==> src/rtl/nvram_pkg.sv <==
// Shared state encodings and constants for the NVRAM upload reader.
// Optional dirty tracking is enabled with the DIRTY_TRACK_EN macro.
package nvram_pkg;

  localparam logic [2:0] IDLE     = 3'd0;
  localparam logic [2:0] PAUSE    = 3'd1;
  localparam logic [2:0] READY    = 3'd2;
  localparam logic [2:0] FETCH    = 3'd3;
  localparam logic [2:0] WAIT_ACK = 3'd4;

  localparam logic [7:0] OOW_FILL         = 8'hFF;
  localparam logic [7:0] DEF_UPLOAD_INDEX = 8'd4;

  // True when any address bit at or above the window width is set.
  function automatic logic out_of_window(input logic [24:0] addr, input int aw);
    logic hit;
    hit = 1'b0;
    for (int i = 0; i < 25; i++)
      if (i >= aw && addr[i]) hit = 1'b1;
    return hit;
  endfunction

endpackage

==> src/rtl/nvram_dirty_tracker.sv <==
// Watches game CPU writes into the window and requests an upload once the
// writes have settled for DIRTY_VBL_WAIT vblank edges (DIRTY_TRACK_EN builds).
module nvram_dirty_tracker
  import nvram_pkg::*;
#(
  parameter int DIRTY_VBL_WAIT = 2
) (
  input  logic clk_sys,
  input  logic reset,
  input  logic cpu_wr,
  input  logic cpu_in_win,
  input  logic vblank,
  input  logic idle,
  output logic upload_req
);

  logic       dirty_reg, vbl_prev_reg, req_reg;
  logic [7:0] cnt_reg, cnt_next;
  logic       wr_hit, vbl_rise, fire;

  always_comb begin
    wr_hit   = cpu_wr & cpu_in_win;
    vbl_rise = vblank & ~vbl_prev_reg;
    cnt_next = cnt_reg;
    if (dirty_reg && vbl_rise && (cnt_reg < 8'(DIRTY_VBL_WAIT)))
      cnt_next = cnt_reg + 8'd1;
    // Counter saturates while an upload is running, so the request fires once idle.
    fire = dirty_reg && idle && (cnt_next >= 8'(DIRTY_VBL_WAIT));
  end

  always_ff @(posedge clk_sys) begin
    if (reset) begin
      dirty_reg    <= 1'b0;
      vbl_prev_reg <= 1'b0;
      req_reg      <= 1'b0;
      cnt_reg      <= 8'd0;
    end else begin
      vbl_prev_reg <= vblank;
      req_reg      <= fire;
      if (wr_hit) begin
        dirty_reg <= 1'b1;
        cnt_reg   <= 8'd0;
      end else if (fire) begin
        dirty_reg <= 1'b0;
        cnt_reg   <= 8'd0;
      end else begin
        cnt_reg <= cnt_next;
      end
    end
  end

  assign upload_req = req_reg;

endmodule

==> src/rtl/nvram_upload_reader.sv <==
// Answers HPS upload reads from a request/ack byte memory window while holding
// the game CPU paused. Define DIRTY_TRACK_EN to enable automatic upload requests.
module nvram_upload_reader
  import nvram_pkg::*;
#(
  parameter logic [7:0] UPLOAD_INDEX   = DEF_UPLOAD_INDEX,
  parameter int         WIN_AW         = 10,
  parameter int         PAUSE_CYCLES   = 16,
  parameter int         DIRTY_VBL_WAIT = 2
) (
  input  logic              clk_sys,
  input  logic              reset,
  input  logic              ioctl_upload,
  input  logic [7:0]        ioctl_index,
  input  logic [24:0]       ioctl_addr,
  input  logic              ioctl_rd,
  output logic [7:0]        ioctl_din,
  output logic              ioctl_wait,
  output logic              cpu_pause,
  output logic [WIN_AW-1:0] mem_addr,
  output logic              mem_req,
  input  logic              mem_ack,
  input  logic [7:0]        mem_q,
  input  logic              cpu_wr,
  input  logic              cpu_in_win,
  input  logic              vblank,
  output logic              ioctl_upload_req
);

  localparam int CW = $clog2(PAUSE_CYCLES + 1);

  logic [2:0]        state_reg;
  logic [CW-1:0]     cnt_reg;
  logic              rd_pend_reg;
  logic [24:0]       addr_reg;
  logic [7:0]        din_reg;
  logic              wait_reg, pause_reg, req_reg;
  logic [WIN_AW-1:0] mem_addr_reg;
  logic              active;

  assign active = ioctl_upload && (ioctl_index == UPLOAD_INDEX);

  always_ff @(posedge clk_sys) begin
    if (reset) begin
      state_reg    <= IDLE;
      cnt_reg      <= '0;
      rd_pend_reg  <= 1'b0;
      addr_reg     <= '0;
      din_reg      <= 8'd0;
      wait_reg     <= 1'b0;
      pause_reg    <= 1'b0;
      req_reg      <= 1'b0;
      mem_addr_reg <= '0;
    end else begin
      case (state_reg)
        IDLE: begin
          if (active) begin
            pause_reg   <= 1'b1;
            cnt_reg     <= CW'(PAUSE_CYCLES - 1);
            rd_pend_reg <= 1'b0;
            state_reg   <= PAUSE;
          end
        end
        PAUSE: begin
          if (!active) begin
            state_reg   <= IDLE;
            pause_reg   <= 1'b0;
            wait_reg    <= 1'b0;
            rd_pend_reg <= 1'b0;
          end else begin
            // A strobe during the pause is held off until the CPU is surely halted.
            if (ioctl_rd) begin
              rd_pend_reg <= 1'b1;
              addr_reg    <= ioctl_addr;
              wait_reg    <= 1'b1;
            end
            if (cnt_reg == '0) begin
              state_reg   <= (rd_pend_reg || ioctl_rd) ? FETCH : READY;
              rd_pend_reg <= 1'b0;
            end else begin
              cnt_reg <= cnt_reg - 1'b1;
            end
          end
        end
        READY: begin
          if (!active) begin
            state_reg <= IDLE;
            pause_reg <= 1'b0;
          end else if (ioctl_rd) begin
            addr_reg  <= ioctl_addr;
            wait_reg  <= 1'b1;
            state_reg <= FETCH;
          end
        end
        FETCH: begin
          if (out_of_window(addr_reg, WIN_AW)) begin
            din_reg   <= OOW_FILL;
            wait_reg  <= 1'b0;
            state_reg <= active ? READY : IDLE;
            if (!active) pause_reg <= 1'b0;
          end else begin
            mem_addr_reg <= addr_reg[WIN_AW-1:0];
            req_reg      <= 1'b1;
            wait_reg     <= 1'b1;
            state_reg    <= WAIT_ACK;
          end
        end
        WAIT_ACK: begin
          // Request is never abandoned here; an abort only takes effect after the ack.
          if (mem_ack) begin
            din_reg   <= mem_q;
            req_reg   <= 1'b0;
            wait_reg  <= 1'b0;
            state_reg <= active ? READY : IDLE;
            if (!active) pause_reg <= 1'b0;
          end
        end
        default: state_reg <= IDLE;
      endcase
    end
  end

  assign ioctl_din  = din_reg;
  assign ioctl_wait = wait_reg;
  assign cpu_pause  = pause_reg;
  assign mem_addr   = mem_addr_reg;
  assign mem_req    = req_reg;

`ifdef DIRTY_TRACK_EN
  nvram_dirty_tracker #(
    .DIRTY_VBL_WAIT(DIRTY_VBL_WAIT)
  ) u_dirty (
    .clk_sys   (clk_sys),
    .reset     (reset),
    .cpu_wr    (cpu_wr),
    .cpu_in_win(cpu_in_win),
    .vblank    (vblank),
    .idle      (state_reg == IDLE),
    .upload_req(ioctl_upload_req)
  );
`else
  logic unused_dirty;
  assign unused_dirty     = ^{cpu_wr, cpu_in_win, vblank, DIRTY_VBL_WAIT[0]};
  assign ioctl_upload_req = 1'b0;
`endif

endmodule

==> config.mk <==
export PLATFORM = sky130hd
export DESIGN_NAME = nvram_upload_reader
export DESIGN_NICKNAME = d
export VERILOG_FILES = /design/src/rtl/nvram_pkg.sv /design/src/rtl/nvram_dirty_tracker.sv /design/src/rtl/nvram_upload_reader.sv
export SDC_FILE = /design/constraint.sdc
export NUM_CORES = 1
export LEC_CHECK = 0
export CORE_MARGIN = 1.5
export CORE_UTILIZATION = 46
export DETAILED_ROUTE_END_ITERATION = 16
export PLACE_DENSITY = 0.79
export SLEW_MARGIN = 20
export SYNTH_ARGS = -nofsm -noshare
export SYNTH_HDL_FRONTEND = slang
export SYNTH_SLANG_ARGS = --single-unit
==> constraint.sdc <==
create_clock -name clk_sys -period 2.8 [get_ports clk_sys]
set_clock_uncertainty 0.2 [all_clocks]
set_input_delay 0.7 -clock clk_sys [delete_from_list [all_inputs] [get_ports clk_sys]]
set_output_delay 0.7 -clock clk_sys [all_outputs]
set_load 0.005 [all_outputs]
==> results.cfg <==
[critical_path]
path_buf_inv = 2
crit_required_ns = 2.77
worst-r2r-cell-count = 6
cp_max_fo = 21
worstSetupPathType = in2reg
crit_cells = 7
cp_slowest_cell = clkdlybuf4s50_1
reg2reg_from = addr_reg[16]$_SDFFE_PP0P_
crit_arrival_ns = 2.39
startpoint_type = input port
rr_endpoint = mem_addr[2]$_SDFFE_PP0P_
crit_start = ioctl_index[5]
crit_path_end = addr_reg[21]$_SDFFE_PP0P_
path_delay_family = simple AND/OR/NAND/NOR gates
path_cells = clkdlybuf4s50_1 -> nor4b_4 -> nand4b_4 -> or3_1 -> buf_12 -> nand2_1 -> a21oi_1
cpPeakStageDelay_ns = 0.44
worstSetupEndpointType = flip-flop
worst-r2r-setup-slack_ns = 0.72

[logic_synthesis]
synth_nets = 325
yosysUniqueCellTypes = 41
syn_inst = 274
synth_edf_count = 0
avgSynthCellArea_um2 = 8.44
synth_seq_cells = 55
ys_warn_count = 0
synth_ff_type = dfxtp_1
ys_seq_area_frac = 0.476
synth-async-reset-ratio = 0
syn_area_mm2 = 0.00231

[final_layout]
area_growth_pct = 34.9
post-route-util = 0.652
drive_above_1_share = 0.0737
antenna_cells = 0
nets = 389
mostFrequentLayoutCell = clkdlybuf4s50_1
fillers = 429
largest_reg_flops = 25
layout.cells.non_filler = 406
layout_common_cells = 65 x clkdlybuf4s50_1, 55 x dfxtp_1, 53 x nand2_1, 35 x nor2_1, 34 x a21oi_1

[clocking]
cts-resized-gates = 0
clk_pin_slew_ns = 0.09
cts_tree = built
cts-hold-fix-buffers = 0
root_buffer = clkbuf_8
cts_sinks = 55
clock_path_buffers = 2
htree_num_levels = 2
cts_made_buffers = 5
clock_latency_ns = 0.30
cts_setup_buffers = 0

[drt]
m1WireLength_um = 2110
viasPerCell = 4.95
vias = 2011
drc = 0
drtIter0Drc = 135
antenna_left = 0
dr_wl_met3_um = 275
drtPass1Iterations = 4
routed_wl_um = 4740
wl_per_cell_um = 11.7
topRoutingLayerUsed = met4
met2_wirelength_um = 2300

[global_route]
grt_max_degree = 34
antenna_found_initial = 0
track_usage = 0.186
grt_pass1_wl_um = 8050
grt_pass1_vias = 1900
grt-ovfl-total = 0

[place]
place.gp.congestion = 0.904
hpwl_um = 3340
post-place-ws_ns = 0.0557
dp_cells = 398
numPortBuffers = 66

[sta]
post-route-period-util = 0.863
timing.hold.ws_ns = 0.255
drv_slew = 0
finalSetupViolCount = 0
final_hold_viol_count = 0
rsz0062_at_grt = no
setup_tns_ns = 0
fin_ws_ns = 0.383
slew_headroom = 0.612
period_minus_slack_ns = 2.42
max_freq_mhz = 414
tightest_slew_ns = 0.582

[floorplan]
die_w_um = 73.9
die_area_mm2 = 0.00546
die_y_um = 73.9
start_util = 0.483
pin_count = 71
coreArea_mm2 = 0.00479
fp-row-count = 25

[hold_path]
hp-class = reg2reg

[power_and_ir_drop]
leakage_nw = 1.09
ir_drop_mv = 0.292
p_per_area_mw_per_mm2 = 416

[outcome]
outcome = completed

[job]
maxCapViolCount = 0
## report_power, final
part	internal, W	switching, W
Combinational	0.0000622	0.0000283
Sequential	0.000782	0.000000282
Clock	0.000175	0.000250
## logic make-up (layout without fill, tap and decap cells)
| logic type | after synthesis | count (layout) | share of synthesized area |
|---|---|---|---|
| other | 1 | 1 | 0.00162 |
| adders and majority gates | 2 | 2 | 0.0108 |
| xor gates and xnor gates | 4 | 4 | 0.0151 |
| muxes | 10 | 10 | 0.0433 |
| and+or+nand+nor | 121 | 121 | 0.248 |
| AOI/OAI and AO/OA | 56 | 56 | 0.144 |
| DFF | 55 | 55 | 0.476 |
| buffers and inverters | 25 | 90 | 0.0606 |
## layout make-up
| class | instances | area [um2] | area share |
|---|---|---|---|
| clock inverters | 2 | 12.5 | 0.00401 |
| repair buffers | 76 | 756 | 0.242 |
| multi-input cells | 194 | 1070 | 0.343 |
| well taps | 67 | 83.8 | 0.0269 |
| clock buffers | 6 | 72.6 | 0.0233 |
| inverters | 6 | 22.5 | 0.00722 |
| flip-flops and latches | 55 | 1100 | 0.353 |
## how the worst min path moves through the flow
| stage | start | endpoint | slack (ns) | cells past startpoint |
|---|---|---|---|---|
| 2_1_floorplan | addr_reg[0]$_SDFFE_PP0P_ | addr_reg[0]$_SDFFE_PP0P_ | 0.23 | 2 |
| 3_3_place_gp | addr_reg[2]$_SDFFE_PP0P_ | addr_reg[2]$_SDFFE_PP0P_ | 0.24 | 2 |
| 3_5_place_dp | addr_reg[22]$_SDFFE_PP0P_ | addr_reg[22]$_SDFFE_PP0P_ | 0.24 | 2 |
| 4_1_cts | addr_reg[2]$_SDFFE_PP0P_ | addr_reg[2]$_SDFFE_PP0P_ | 0.26 | 2 |
| 5_1_grt | addr_reg[7]$_SDFFE_PP0P_ | addr_reg[7]$_SDFFE_PP0P_ | 0.28 | 2 |
| 6_report | addr_reg[18]$_SDFFE_PP0P_ | addr_reg[18]$_SDFFE_PP0P_ | 0.25 | 2 |
## worst reg2reg max path, stage by stage, from the launching register on
cell and delay, ns:
dfxtp_1 0.32, nor4_1 0.36, nand4_1 0.22, nor2_2 0.32, buf_4 0.28, mux2i_1 0.21
nor2_1 0.05
## cell usage after synthesis, types with 2 or more instances
cell | number | area [um2]
mux2i_1 | 10 | 100
and2_1 | 2 | 12.5
o21a_1 | 9 | 67.6
nand2_2 | 2 | 12.5
buf_2 | 4 | 20.0
dfxtp_1 | 55 | 1100
nand3_1 | 4 | 20.0
inv_1 | 6 | 22.5
nor2_1 | 35 | 131
nor3_1 | 10 | 50.1
nand2_1 | 53 | 199
xor2_1 | 4 | 35.0
nand4_1 | 2 | 12.5
nor4_1 | 4 | 25.0
buf_6 | 2 | 22.5
a21oi_1 | 34 | 170
o21ai_0 | 2 | 10.0
clkbuf_1 | 6 | 22.5
buf_4 | 4 | 30.0
buf_1 | 2 | 7.51
ha_1 | 2 | 25.0
a211oi_1 | 3 | 22.5
## per-layer routing
metal,vias up,GRT usage
met3,6,0.0453
li1,1048,-
met4,0,0.0597
met1,900,0.226
met5,-,0
met2,57,0.320
## per-stage QoR
stage                     total power, W  area [um2]
after floorplan                 0.000822        2310
after global placement          0.000890        3030
after detailed placement        0.000891        3030
after CTS                        0.00131        3120
after global routing             0.00136        3120
final                            0.00130        3120
Power figures use the tool's default switching activity.
